===== src/rtl/uart_pkg.sv =====
// Shared UART constants: baud select width, the rate table and a ceil-log2 helper.
package uart_pkg;

  localparam int BAUD_SEL_W = 3;
  localparam int MAX_BAUD   = 115200;

  // Rate table indexed by baud_select
  function automatic logic [31:0] baud_rate(input logic [BAUD_SEL_W-1:0] sel);
    logic [31:0] rate;
    case (sel)
      3'd0:    rate = 32'd300;
      3'd1:    rate = 32'd1200;
      3'd2:    rate = 32'd4800;
      3'd3:    rate = 32'd9600;
      3'd4:    rate = 32'd19200;
      3'd5:    rate = 32'd38400;
      3'd6:    rate = 32'd57600;
      default: rate = 32'd115200;
    endcase
    return rate;
  endfunction

  // Ceiling log2, minimum result 1 so a width derived from it is never zero
  function automatic int clog2(input int value);
    int r;
    r = 1;
    for (int i = 1; i < 31; i++) begin
      if ((1 << i) < value) r = i + 1;
    end
    return r;
  endfunction

endpackage


===== src/rtl/baud_gen_frac_if.sv =====
// Control and tick bundle between the baud generator and its UART consumers.
interface baud_gen_frac_if #(
  parameter int IDX_W = 4
);
  import uart_pkg::*;

  logic                  en;
  logic [BAUD_SEL_W-1:0] baud_select;
  logic                  align;
  logic                  sample_ENABLE;
  logic                  tx_ENABLE;
  logic                  mid_ENABLE;
  logic [IDX_W-1:0]      sample_idx;
  logic                  baud_changed;

  // Controller side: drives rate/enable/align, consumes ticks
  modport master (
    output en, baud_select, align,
    input  sample_ENABLE, tx_ENABLE, mid_ENABLE, sample_idx, baud_changed
  );

  // Generator side
  modport slave (
    input  en, baud_select, align,
    output sample_ENABLE, tx_ENABLE, mid_ENABLE, sample_idx, baud_changed
  );

endinterface


===== src/rtl/baud_gen_frac_div.sv =====
// Bresenham fractional divider: adds STEP every enabled cycle and wraps at CLK_HZ.
// tick is combinational and marks the cycle in which the accumulator wraps.
module frac_tick_div #(
  parameter int CLK_HZ = 100_000_000,
  parameter int ACC_W  = 32
) (
  input  logic             clk,
  input  logic             reset,
  input  logic             en,
  input  logic             clear,
  input  logic [ACC_W-1:0] step,
  output logic             tick
);

  localparam logic [ACC_W:0] MODULUS = (ACC_W+1)'(CLK_HZ);

  logic [ACC_W-1:0] acc_q;
  logic [ACC_W-1:0] acc_d;
  logic [ACC_W:0]   sum;

  // Next accumulator value: clear wins, then add-and-wrap when enabled
  always_comb begin
    sum   = {1'b0, acc_q} + {1'b0, step};
    acc_d = acc_q;
    tick  = 1'b0;
    if (clear) begin
      acc_d = '0;
    end else if (en) begin
      if (sum >= MODULUS) begin
        acc_d = ACC_W'(sum - MODULUS);
        tick  = 1'b1;
      end else begin
        acc_d = sum[ACC_W-1:0];
      end
    end
  end

  // Accumulator register
  always_ff @(posedge clk) begin
    if (reset) acc_q <= '0;
    else       acc_q <= acc_d;
  end

endmodule


===== src/rtl/baud_gen_frac.sv =====
// Fractional UART baud generator: oversample tick, bit tick and mid-bit tick,
// with runtime rate change and start-bit re-alignment.
module baud_gen_frac
  import uart_pkg::*;
#(
  parameter int CLK_HZ     = 100_000_000,
  parameter int OVERSAMPLE = 16,
  parameter int ACC_W      = 32
) (
  input  logic           clk,
  input  logic           reset,
  baud_gen_frac_if.slave bus
);

  localparam int IDX_W = clog2(OVERSAMPLE);
  localparam logic [IDX_W-1:0] IDX_LAST = IDX_W'(OVERSAMPLE - 1);
  localparam logic [IDX_W-1:0] IDX_MID  = IDX_W'(OVERSAMPLE / 2 - 1);

  // Parameter sanity checks at elaboration
  if (OVERSAMPLE < 4 || (OVERSAMPLE & (OVERSAMPLE - 1)) != 0) begin : g_bad_os
    $error("baud_gen_frac: OVERSAMPLE must be a power of 2 and >= 4");
  end
  if (longint'(MAX_BAUD) * longint'(OVERSAMPLE) > longint'(CLK_HZ) / 2) begin : g_bad_rate
    $error("baud_gen_frac: 115200*OVERSAMPLE exceeds CLK_HZ/2");
  end
  if (ACC_W < 62 && (longint'(2) * longint'(CLK_HZ) >= (longint'(1) << ACC_W))) begin : g_bad_accw
    $error("baud_gen_frac: ACC_W too narrow to hold 2*CLK_HZ");
  end

  logic [BAUD_SEL_W-1:0] sel_q, sel_d;
  logic [IDX_W-1:0]      idx_q, idx_d;
  logic                  sample_q, sample_d;
  logic                  tx_q, tx_d;
  logic                  mid_q, mid_d;
  logic                  changed_q, changed_d;

  logic                  baud_change;
  logic                  restart;
  logic                  wrap;
  logic [ACC_W-1:0]      step;

  assign step        = ACC_W'(baud_rate(sel_q) * 32'(OVERSAMPLE));
  assign baud_change = (bus.baud_select != sel_q);
  // A simultaneous align is absorbed by the rate change: one clear either way
  assign restart     = baud_change | bus.align;

  frac_tick_div #(
    .CLK_HZ (CLK_HZ),
    .ACC_W  (ACC_W)
  ) u_div (
    .clk   (clk),
    .reset (reset),
    .en    (bus.en),
    .clear (restart),
    .step  (step),
    .tick  (wrap)
  );

  // Next-state: rate capture, phase counter and tick decode
  always_comb begin
    sel_d     = sel_q;
    idx_d     = idx_q;
    sample_d  = 1'b0;
    tx_d      = 1'b0;
    mid_d     = 1'b0;
    changed_d = baud_change;
    if (baud_change) sel_d = bus.baud_select;
    if (restart) begin
      idx_d = '0;
    end else if (wrap) begin
      sample_d = 1'b1;
      tx_d     = (idx_q == IDX_LAST);
      mid_d    = (idx_q == IDX_MID);
      idx_d    = (idx_q == IDX_LAST) ? '0 : idx_q + IDX_W'(1);
    end
  end

  // State and output registers; reset adopts the current select without flagging a change
  always_ff @(posedge clk) begin
    if (reset) begin
      sel_q     <= bus.baud_select;
      idx_q     <= '0;
      sample_q  <= 1'b0;
      tx_q      <= 1'b0;
      mid_q     <= 1'b0;
      changed_q <= 1'b0;
    end else begin
      sel_q     <= sel_d;
      idx_q     <= idx_d;
      sample_q  <= sample_d;
      tx_q      <= tx_d;
      mid_q     <= mid_d;
      changed_q <= changed_d;
    end
  end

  assign bus.sample_ENABLE = sample_q;
  assign bus.tx_ENABLE     = tx_q;
  assign bus.mid_ENABLE    = mid_q;
  assign bus.sample_idx    = idx_q;
  assign bus.baud_changed  = changed_q;

endmodule


===== src/flat_wrapper.sv =====
// flat-port wrapper written by rule: the top's interface ports become plain ports
module baud_gen_frac_flat import uart_pkg::*;
#(
  parameter int CLK_HZ     = 100_000_000,
  parameter int OVERSAMPLE = 16,
  parameter int ACC_W      = 32
)
  (clk, reset, bus_en, bus_baud_select, bus_align, bus_sample_ENABLE, bus_tx_ENABLE, bus_mid_ENABLE, bus_sample_idx, bus_baud_changed);
  baud_gen_frac_if #(.IDX_W(4)) bus_i ();
  input  logic clk;
  input  logic reset;
  input wire logic [$bits(bus_i.en)-1:0] bus_en;
  input wire logic [$bits(bus_i.baud_select)-1:0] bus_baud_select;
  input wire logic [$bits(bus_i.align)-1:0] bus_align;
  output wire logic [$bits(bus_i.sample_ENABLE)-1:0] bus_sample_ENABLE;
  output wire logic [$bits(bus_i.tx_ENABLE)-1:0] bus_tx_ENABLE;
  output wire logic [$bits(bus_i.mid_ENABLE)-1:0] bus_mid_ENABLE;
  output wire logic [$bits(bus_i.sample_idx)-1:0] bus_sample_idx;
  output wire logic [$bits(bus_i.baud_changed)-1:0] bus_baud_changed;
  assign bus_i.en = bus_en;
  assign bus_i.baud_select = bus_baud_select;
  assign bus_i.align = bus_align;
  assign bus_sample_ENABLE = bus_i.sample_ENABLE;
  assign bus_tx_ENABLE = bus_i.tx_ENABLE;
  assign bus_mid_ENABLE = bus_i.mid_ENABLE;
  assign bus_sample_idx = bus_i.sample_idx;
  assign bus_baud_changed = bus_i.baud_changed;
  baud_gen_frac #(.CLK_HZ(CLK_HZ), .OVERSAMPLE(OVERSAMPLE), .ACC_W(ACC_W)) u_core (.clk(clk), .reset(reset), .bus(bus_i));
endmodule

===== config.mk =====
export PLATFORM = sky130hd
export DESIGN_NAME = baud_gen_frac_flat
export DESIGN_NICKNAME = d
export VERILOG_FILES = /design/src/rtl/uart_pkg.sv /design/src/rtl/baud_gen_frac_if.sv /design/src/rtl/baud_gen_frac_div.sv /design/src/rtl/baud_gen_frac.sv /design/src/flat_wrapper.sv
export SDC_FILE = /design/constraint.sdc
export NUM_CORES = 1
export LEC_CHECK = 0
export ABC_AREA = 1
export ABC_CLOCK_PERIOD_IN_PS = 9700
export CAP_MARGIN = 30
export CORE_ASPECT_RATIO = 2
export CORE_MARGIN = 3
export CORE_UTILIZATION = 60
export CTS_CLUSTER_SIZE = 12
export DETAILED_ROUTE_END_ITERATION = 8
export DONT_BUFFER_PORTS = 1
export GPL_TIMING_DRIVEN = 0
export MAX_ROUTING_LAYER = met4
export PLACE_DENSITY = 0.79
export SYNTH_ARGS = -nofsm -noshare
export SYNTH_HDL_FRONTEND = slang
export SYNTH_SLANG_ARGS = --single-unit

===== constraint.sdc =====
create_clock -name clk -period 9.7 [get_ports clk]
set_clock_uncertainty 0.2 [all_clocks]
set_input_delay 1.94 -clock clk [delete_from_list [all_inputs] [get_ports clk]]
set_output_delay 1.94 -clock clk [all_outputs]
set_load 0.03 [all_outputs]

==> metrics.yaml <==
relSlewSlack_pct: 50.4
io_pins: 15
synthesis.nets: 806
cts_resized: 0
wl_um: 13800
die_h_um: 124
num_rows: 42
ant_nets: 0
min_to: "u_core.u_div.acc_q[11]"
yosysTopAreaCell: "nand2_1"
synth_area_leaders: "nand2_1 (26%), dfxtp_1 (16%), inv_1 (11%), nand3_1 (9.4%), nor2_1 (7.3%)"
min_path_cells: 2
num_vias: 4788
maxCapViolCount: 0
grtUsageTotal_pct: 36.0
hpwl_um: 11200
period_minus_slack_ns: 4.35
status: "finished, final reports clean"
r2r-start: "u_core.sel_q[1]"
start_kind: "register"
clk_latency_ns: 0.29
reg2reg_to: "u_core.u_div.acc_q[22]"
tightest_slew_ns: 0.744
wl_per_cell_um: 15.7
io_buffer_count: 0
r2r_cells: 24
cts_buffer_depth: 2
drt_drc_violations_left: 0
die-area_mm2: 0.00812
fin_crit_sh_pct: 44.8
cts_sinks: 37
yosysWarnings: 0
yosysSeqAreaShare_pct: 18.3
p_leak_nw: 2.38
peakVddDrop_uv: 89.9
start_util_pct: 62.6
rrSetupSlack_ns: 5.35
cts_tree: "yes"
multi_input_area_mm2: 0.00287
total_power_mw: 0.435
cts_hold_buf: 0
fin_tns_setup_ns: 0
n_antenna_cell: 0
gr-total-overflow: 0
viasPerCell: 5.47
clk_pin_slew_ns: 0.06
synth_area_mm2: 0.00421
die_w_um: 65.2
min_from: "u_core.u_div.acc_q[11]"
syn_area_per_cell_um2: 5.40
final_nets: 813
timing_worst_setup_path_type: "register to register"
regArea_um2: 771
root_buffer: "clkbuf_16"
grt_start_max_net_pins: 13
netlist_instances: 780
setup_viol: 0
grt_first_pass_wirelength_um: 21900
syn2layout_area_growth_pct: 6.03
drive_above_1_share_pct: 9.01
yosys.area.top_type_share_pct: 26.0
fmax_mhz: 230
cts_setup_buffers: 0
dr.pass1.iters: 9
antenna_found_initial: 0
slew_viol_final: 0
cts_buffers: 5
end_kind: "register"
core_mm2: 0.00673
worstPathRequired_ns: 9.69
hold_class: "register to register"
fill_cells: 685
gp_congestion: 0.981
cp_max_fo: 10
hold_viol: 0
yosys_register_bits: 37
grt_pass1_vias: 4604
htreeDepth: 2
rsz0062_at_grt: "false"
ys_types: 37
drtIter0Drc: 345
arrival_ns: 4.34
p_per_area_mw_per_mm2: 97.4
-- state kept, by name, indices dropped and copies added (netlist names) --
| register | cells |
|---|---|
| u_core.u_div.acc_q | 26 |
| u_core.bus.sample_ENABLE | 1 |
| u_core.bus.sample_idx | 4 |
| u_core.bus.baud_changed | 1 |
| u_core.bus.tx_ENABLE | 1 |
| u_core.sel_q | 3 |
| u_core.bus.mid_ENABLE | 1 |
-- per-stage QoR --
stage	cell area [um2]	setup WS, ns	util (%)	instances	hold WS (ns)
6_report	4460	5.35	66.4	876	0.286
5_1_grt	4460	5.04	66.4	876	0.317
4_1_cts	4460	5.44	66.4	876	0.288
3_5_place_dp	4320	5.46	64.2	868	0.279
3_3_place_gp	4320	5.56	64.2	868	0.254
2_1_floorplan	4210	6.26	-	780	0.245
-- cell usage in the layout (no fill, tap or decap), drive strengths merged --
cell type / n
clkinv: 1
nand3: 85
o21bai: 1
ha: 18
clkbuf: 13
xor2: 6
dfxtp: 34
or3: 1
buf: 6
inv: 131
and3: 1
and2: 1
nand4: 6
nor3: 11
o21ai: 14
fa: 1
nand3b: 2
edfxtp: 3
nor2: 93
xnor2: 8
or2: 2
nand2: 313
a31oi: 1
a21oi: 33
nor4: 1
clkinvlp: 2
-- synth_stat cells --
master and instances:
a21oi_1 30, a21oi_2 3, a31oi_1 1, and2_1 1, and3_1 1, buf_2 2, buf_4 1, buf_6 3
clkbuf_1 7, clkinv_1 1, dfxtp_1 34, edfxtp_1 3, fa_1 1, ha_1 18, inv_1 118, inv_2 13
nand2_1 291, nand2_2 21, nand2_4 1, nand3_1 79, nand3_2 6, nand3b_1 2, nand4_1 6, nor2_1 82
nor2_2 8, nor2_4 3, nor3_1 11, nor4_1 1, o21ai_0 10, o21ai_1 4, o21bai_1 1, or2_2 1
or2_4 1, or3_1 1, xnor2_1 8, xor2_1 5, xor2_2 1
-- worst max path at each step --
stage                               start                     end  slack (ns)  cells after the start
after floorplan           u_core.sel_q[2]  u_core.u_div.acc_q[14]        6.26                     27
after CTS                 u_core.sel_q[1]  u_core.u_div.acc_q[22]        5.44                     24
after global routing      u_core.sel_q[1]  u_core.u_div.acc_q[22]        5.04                     26
after global placement    u_core.sel_q[1]  u_core.u_div.acc_q[22]        5.56                     25
after detailed placement  u_core.sel_q[2]  u_core.u_div.acc_q[22]        5.46                     25
final                     u_core.sel_q[1]  u_core.u_div.acc_q[22]        5.35                     24
-- area by class of cell --
cell class	count	area share [%]
Clock inverter	2	0.336
Tap cell	88	2.47
Multi-Input combinational cell	598	64.2
Clock buffer	6	2.89
Inverter	132	11.1
Sequential cell	37	17.3
Buffer	13	1.74
-- where the power goes --
| part | internal (mW) | switching, mW |
|---|---|---|
| combinational | 0.0324 | 0.0743 |
| clock | 0.0955 | 0.0727 |
| sequential | 0.157 | 0.00315 |
| total | 0.284 | 0.150 |
-- cell families (layout without fill, tap and decap cells) --
logic type	after synthesis	in the layout	synth area share, %
DFF	37	37	18.3
adders and majority gates	19	19	5.83
AOI/OAI and AO/OA	49	49	6.18
buffers and inverters	145	153	13.6
and+or+nand+nor	516	516	53.0
xor gates and xnor gates	14	14	3.09
-- routing by layer --
metal  vias to the layer above  part of all wire, %  global-route usage (%)
met5                         -                    0                       -
met4                         0                   11                    32.3
met3                        98                  5.2                    4.96
met2                       185                   50                    61.1
met1                      2090                   33                    33.6
li1                       2415                    -                       -
-- worst max-delay path, stage by stage, from the launching register on --
cell and delay, ns:
edfxtp_1 0.36, clkbuf_1 0.23, nor2_1 0.21, inv_1 0.07, nor2_1 0.29, ha_1 0.32, fa_1 0.30, nand2_1 0.07
nand2_1 0.14, nand2_1 0.07, nand2_1 0.06, nand2_1 0.15, nor2_1 0.25, nand3_2 0.19, nand3_1 0.14, nor2_1 0.06
nand2_1 0.07, nand2_2 0.13, a21oi_2 0.28, nand2_4 0.10, buf_4 0.20, nand2_1 0.08, nand3_1 0.11, nand2_1 0.09
inv_1 0.04
Note: power is estimated with default switching activity, not from simulation.
==> RTL edit 1, RTL diff (same settings) <==
`ACC_W` is set to 32 in 3 places; all go to 64.
--- a/src/rtl/baud_gen_frac_div.sv
+++ b/src/rtl/baud_gen_frac_div.sv
@@ -2,7 +2,7 @@
 // tick is combinational and marks the cycle in which the accumulator wraps.
 module frac_tick_div #(
   parameter int CLK_HZ = 100_000_000,
-  parameter int ACC_W  = 32
+  parameter int ACC_W  = 64
 ) (
   input  logic             clk,
   input  logic             reset,
--- a/src/rtl/baud_gen_frac.sv
+++ b/src/rtl/baud_gen_frac.sv
@@ -5,7 +5,7 @@
 #(
   parameter int CLK_HZ     = 100_000_000,
   parameter int OVERSAMPLE = 16,
-  parameter int ACC_W      = 32
+  parameter int ACC_W      = 64
 ) (
   input  logic           clk,
   input  logic           reset,
--- a/src/flat_wrapper.sv
+++ b/src/flat_wrapper.sv
@@ -3,7 +3,7 @@
 #(
   parameter int CLK_HZ     = 100_000_000,
   parameter int OVERSAMPLE = 16,
-  parameter int ACC_W      = 32
+  parameter int ACC_W      = 64
 )
   (clk, reset, bus_en, bus_baud_select, bus_align, bus_sample_ENABLE, bus_tx_ENABLE, bus_mid_ENABLE, bus_sample_idx, bus_baud_changed);
   baud_gen_frac_if #(.IDX_W(4)) bus_i ();
Behaviour: no difference found for any inputs over 10 cycles, from zero or initial values and one cycle with reset high; that may be too few to reach the edited logic, so the function may still have changed.
==> RTL edit 1 against the unedited design <==
  * Cell area is 110% higher
  * First-iteration DRC count grew to 3.6 times the old value
  * Area after synthesis grew 110%
  * Setup slack got worse by 1100 ps
  * Routed wire length increased to 2.8 times the old value
  * Worst hold slack gained 8.1 ps
  * Sequential cell count rose by 32
  * Power rose by 150%
==> RTL edit 1: results (changes against the unedited design) <==
post-synthesis compound-gate area fraction=7.50% (was 6.18%); largest net degree at the start of global routing=14 (was 13); global-route wire length before repair=61.2 mm (was 21.9 mm); Max VDD drop=112 µV (was 89.9 µV); M2 GR Usage=80.4% (was 61.1%); hold path endpoint=u_core.u_div.acc_q[6] (was u_core.u_div.acc_q[11]); largest cells by area after synthesis=nand2_1, dfxtp_1, nor2_1, inv_1, nand3_1 (was nand2_1, dfxtp_1, inv_1, nand3_1, nor2_1); Psw=444 µW (was 150 µW); All-Layer GR Usage=50.8% (was 36.0%); Clock Latency Late Sink=360 ps (was 290 ps); top cell type's share of synthesized area=26.9% (was 26.0%); post-synthesis cell type count=41 (was 37); R2R cell count=26 (was 24); CP max-delay cell=clkbuf_1 (was edfxtp_1); GR Util met3=13.3% (was 4.96%); Worst slew margin=54.0% (was 50.4%); WHS=294 ps (was 286 ps); status=finished, final reports clean (unchanged); Lkg Pwr=5.21 nW (was 2.38 nW); met1 usage=48.3% (was 33.6%); Fill cells=1483 (was 685); Post-Synth XOR/XNOR Area=2.14% (was 3.09%); critical path data arrival time=5500 ps (was 4340 ps); flop-to-flop setup slack=4250 ps (was 5350 ps); met3 WL=2.81 mm (was 715 µm); RePlAce Congestion=1.14 (was 0.981); critical path's largest stage delay=490 ps (was 360 ps); hold path start=u_core.u_div.acc_q[6] (was u_core.u_div.acc_q[11]); M1 WL=12.2 mm (was 4.61 mm); routed len/inst=19.7 µm (was 15.7 µm); Largest register FFs=58 (was 26); post-synthesis sequential area ratio=15.8% (was 18.3%); detailed-placement wirelength estimate=31.4 mm (was 11.2 mm); commonest cells in the netlist=nand2_1, nor2_1, inv_1 (was nand2_1, inv_1, nor2_1); CTS buffer count=9 (was 5); top_reg_cell synth=dfxtp_1 (unchanged); Met2 Wirelength=18.1 mm (was 6.92 mm); DR iter-0 viols=1251 (was 345); vias per cell=5.93 (was 5.47); Nets=1791 (was 813); DP Area=9180 µm² (was 4320 µm²); vias in the first global route=10900 (was 4604); terminus of the critical flop-to-flop path=u_core.u_div.acc_q[20] (was u_core.u_div.acc_q[22])
## RTL edit 1: cell types whose count changed after synthesis, moves of 32 or more
| cell | change |
|---|---|
| a21oi_1 | +42 |
| dfxtp_1 | +32 |
| inv_1 | +127 |
| nand2_1 | +350 |
| nand3_1 | +94 |
| nor2_1 | +170 |
| o21ai_0 | +39 |
## RTL edit 1: worst max path at each step
stage / start / to / slack [ps] / cells after the start
floorplan: u_core.sel_q[2] / u_core.u_div.acc_q[25] / 6000 / 28
global placement: u_core.sel_q[1] / u_core.u_div.acc_q[22] / 4610 / 27
detailed placement: u_core.sel_q[1] / u_core.u_div.acc_q[22] / 4520 / 27
CTS: u_core.sel_q[1] / u_core.u_div.acc_q[52] / 4490 / 25
global route: u_core.sel_q[1] / u_core.u_div.acc_q[62] / 3730 / 24
finish: u_core.sel_q[1] / u_core.u_div.acc_q[20] / 4250 / 26
## RTL edit 1: power groups by stage
stage	combinational (mW)	clock (mW)	sequential, mW
final	0.400	0.377	0.299
after global routing	0.432	0.378	0.300
after CTS	0.379	0.364	0.298
after detailed placement	0.376	0	0.305
after global placement	0.372	0	0.305
after floorplan	0.268	0	0.301
## RTL edit 1: cell type report
cell class / instances / area share [%]
Buffer: 30 / 1.78
Clock buffer: 11 / 2.78
Clock inverter: 5 / 0.671
Inverter: 276 / 10.9
Multi-Input combinational cell: 1379 / 66.5
Sequential cell: 69 / 14.8
Tap cell: 192 / 2.53
## RTL edit 1: per-stage QoR
step / setup slack, ps / utilization (%) / std cells
floorplan: 6000 / - / 1754
global placement: 4610 / 63.3 / 1946
detailed placement: 4520 / 63.3 / 1946
CTS: 4490 / 65.6 / 1962
global route: 3730 / 65.6 / 1962
finish: 4250 / 65.6 / 1962
==> RTL edit 2, RTL diff (same flow settings) <==
Without the edit above. Compare `idx_q` against `IDX_MID` with >= in place of ==.
--- a/src/rtl/baud_gen_frac.sv
+++ b/src/rtl/baud_gen_frac.sv
@@ -70,7 +70,7 @@
     end else if (wrap) begin
       sample_d = 1'b1;
       tx_d     = (idx_q == IDX_LAST);
-      mid_d    = (idx_q == IDX_MID);
+      mid_d    = (idx_q >= IDX_MID);
       idx_d    = (idx_q == IDX_LAST) ? '0 : idx_q + IDX_W'(1);
     end
   end
Check against the original RTL: no difference found for any inputs over 10 cycles, from zero or initial values and one cycle with reset high; that may be too few to reach the edited logic, so the function may still have changed.
==> RTL edit 2 against the unedited design <==
  * Die area shrank 1.5%
  * Clock power grew 30%
  * Setup slack gained 73 ps
  * Sequential cell count is the same
  * First-iteration DRC count grew 20%
  * Cell area shrank 0.45%
  * Power grew 8.1%
  * Sequential share of layout area grew 0.078 points
  * Cell count shrank 2.9%
  * Routed wire length is essentially flat
  * Area after synthesis shrank 1.7%
  * Combinational power shrank 13%
  * Largest power group unchanged
==> RTL edit 2: results (changes against the unedited design) <==
hold path endpoint=u_core.u_div.acc_q[6] (was u_core.u_div.acc_q[11]); DR pass1 iterations=5 (was 9); critical path data arrival time=4260 ps (was 4340 ps); Cells after DPL=843 (was 868); hold path depth=2 (unchanged); dpl ws=5590 ps (was 5460 ps); routed len/inst=16.2 µm (was 15.7 µm); Max VDD drop=119 µV (was 89.9 µV); CP max-delay cell=fa_1 (was edfxtp_1); Post-Synth XOR/XNOR Area=4.23% (was 3.09%); critical path's largest stage delay=470 ps (was 360 ps); RePlAce Congestion=1.01 (was 0.981); Nets=788 (was 813); post-synthesis compound-gate area fraction=7.35% (was 6.18%); share of cells above drive strength 1=7.86% (was 9.01%); post-synthesis sequential area ratio=18.6% (was 18.3%); post-synthesis cell type count=32 (was 37); flop-to-flop setup slack=5430 ps (was 5350 ps); Fill cells=672 (was 685); syn nets=781 (was 806); Root Driver=clkbuf_16 (unchanged); detailed-placement wirelength estimate=10.9 mm (was 11.2 mm); commonest cells in the netlist=nand2_1, inv_1, nand3_1 (was nand2_1, inv_1, nor2_1); largest cells by area after synthesis=nand2_1, dfxtp_1, nand3_1, inv_1, nor2_1 (was nand2_1, dfxtp_1, inv_1, nand3_1, nor2_1); status=finished, final reports clean (unchanged); largest net degree at the start of global routing=14 (was 13); hold path start=u_core.u_div.acc_q[6] (was u_core.u_div.acc_q[11]); vias in the first global route=4734 (was 4604); All-Layer GR Usage=37.7% (was 36.0%); Lkg Pwr=2.27 nW (was 2.38 nW); Synth Instances=755 (was 780); fin crit period=4270 ps (was 4350 ps); vias per cell=5.73 (was 5.47); adder-cell share of the synthesized area=5.93% (was 5.83%); Worst slew margin=60.8% (was 50.4%); Setup Buffers After CTS=0 (unchanged); DR iter-0 viols=413 (was 345); Max Buffers Root-to-Sink=2 (unchanged)
## RTL edit 2: per-stage QoR
stage          utilization, %  area, µm²  hold WS [ps]
3_3_place_gp             63.7       4250           259
6_report                 66.6       4440           278
2_1_floorplan               -       4140           245
5_1_grt                  66.6       4440           318
3_5_place_dp             63.7       4250           267
4_1_cts                  66.6       4440           276
## RTL edit 2: power by group
part	leakage, nW	internal (mW)	switching [mW]
Combinational	1.87	0.0290	0.0645
Sequential	0.306	0.156	0.00252
Clock	0.0944	0.148	0.0696
Total	2.27	0.333	0.137
## RTL edit 2: area by class of cell
cell class / instances / area [µm²] / area share [%]
well taps: 88 / 110 / 2.48
flip-flops and latches: 37 / 771 / 17.3
multi-input cells: 591 / 2880 / 64.7
clock inverters: 3 / 68.8 / 1.55
clock buffers: 5 / 125 / 2.82
inverters: 114 / 428 / 9.63
plain buffers: 13 / 63.8 / 1.44
## RTL edit 2: layer usage
metal,GRT usage [%],share of wire [%]
met5,-,0
met4,33.9,10
met3,5.09,5.4
met2,67.0,52
met1,33.9,33
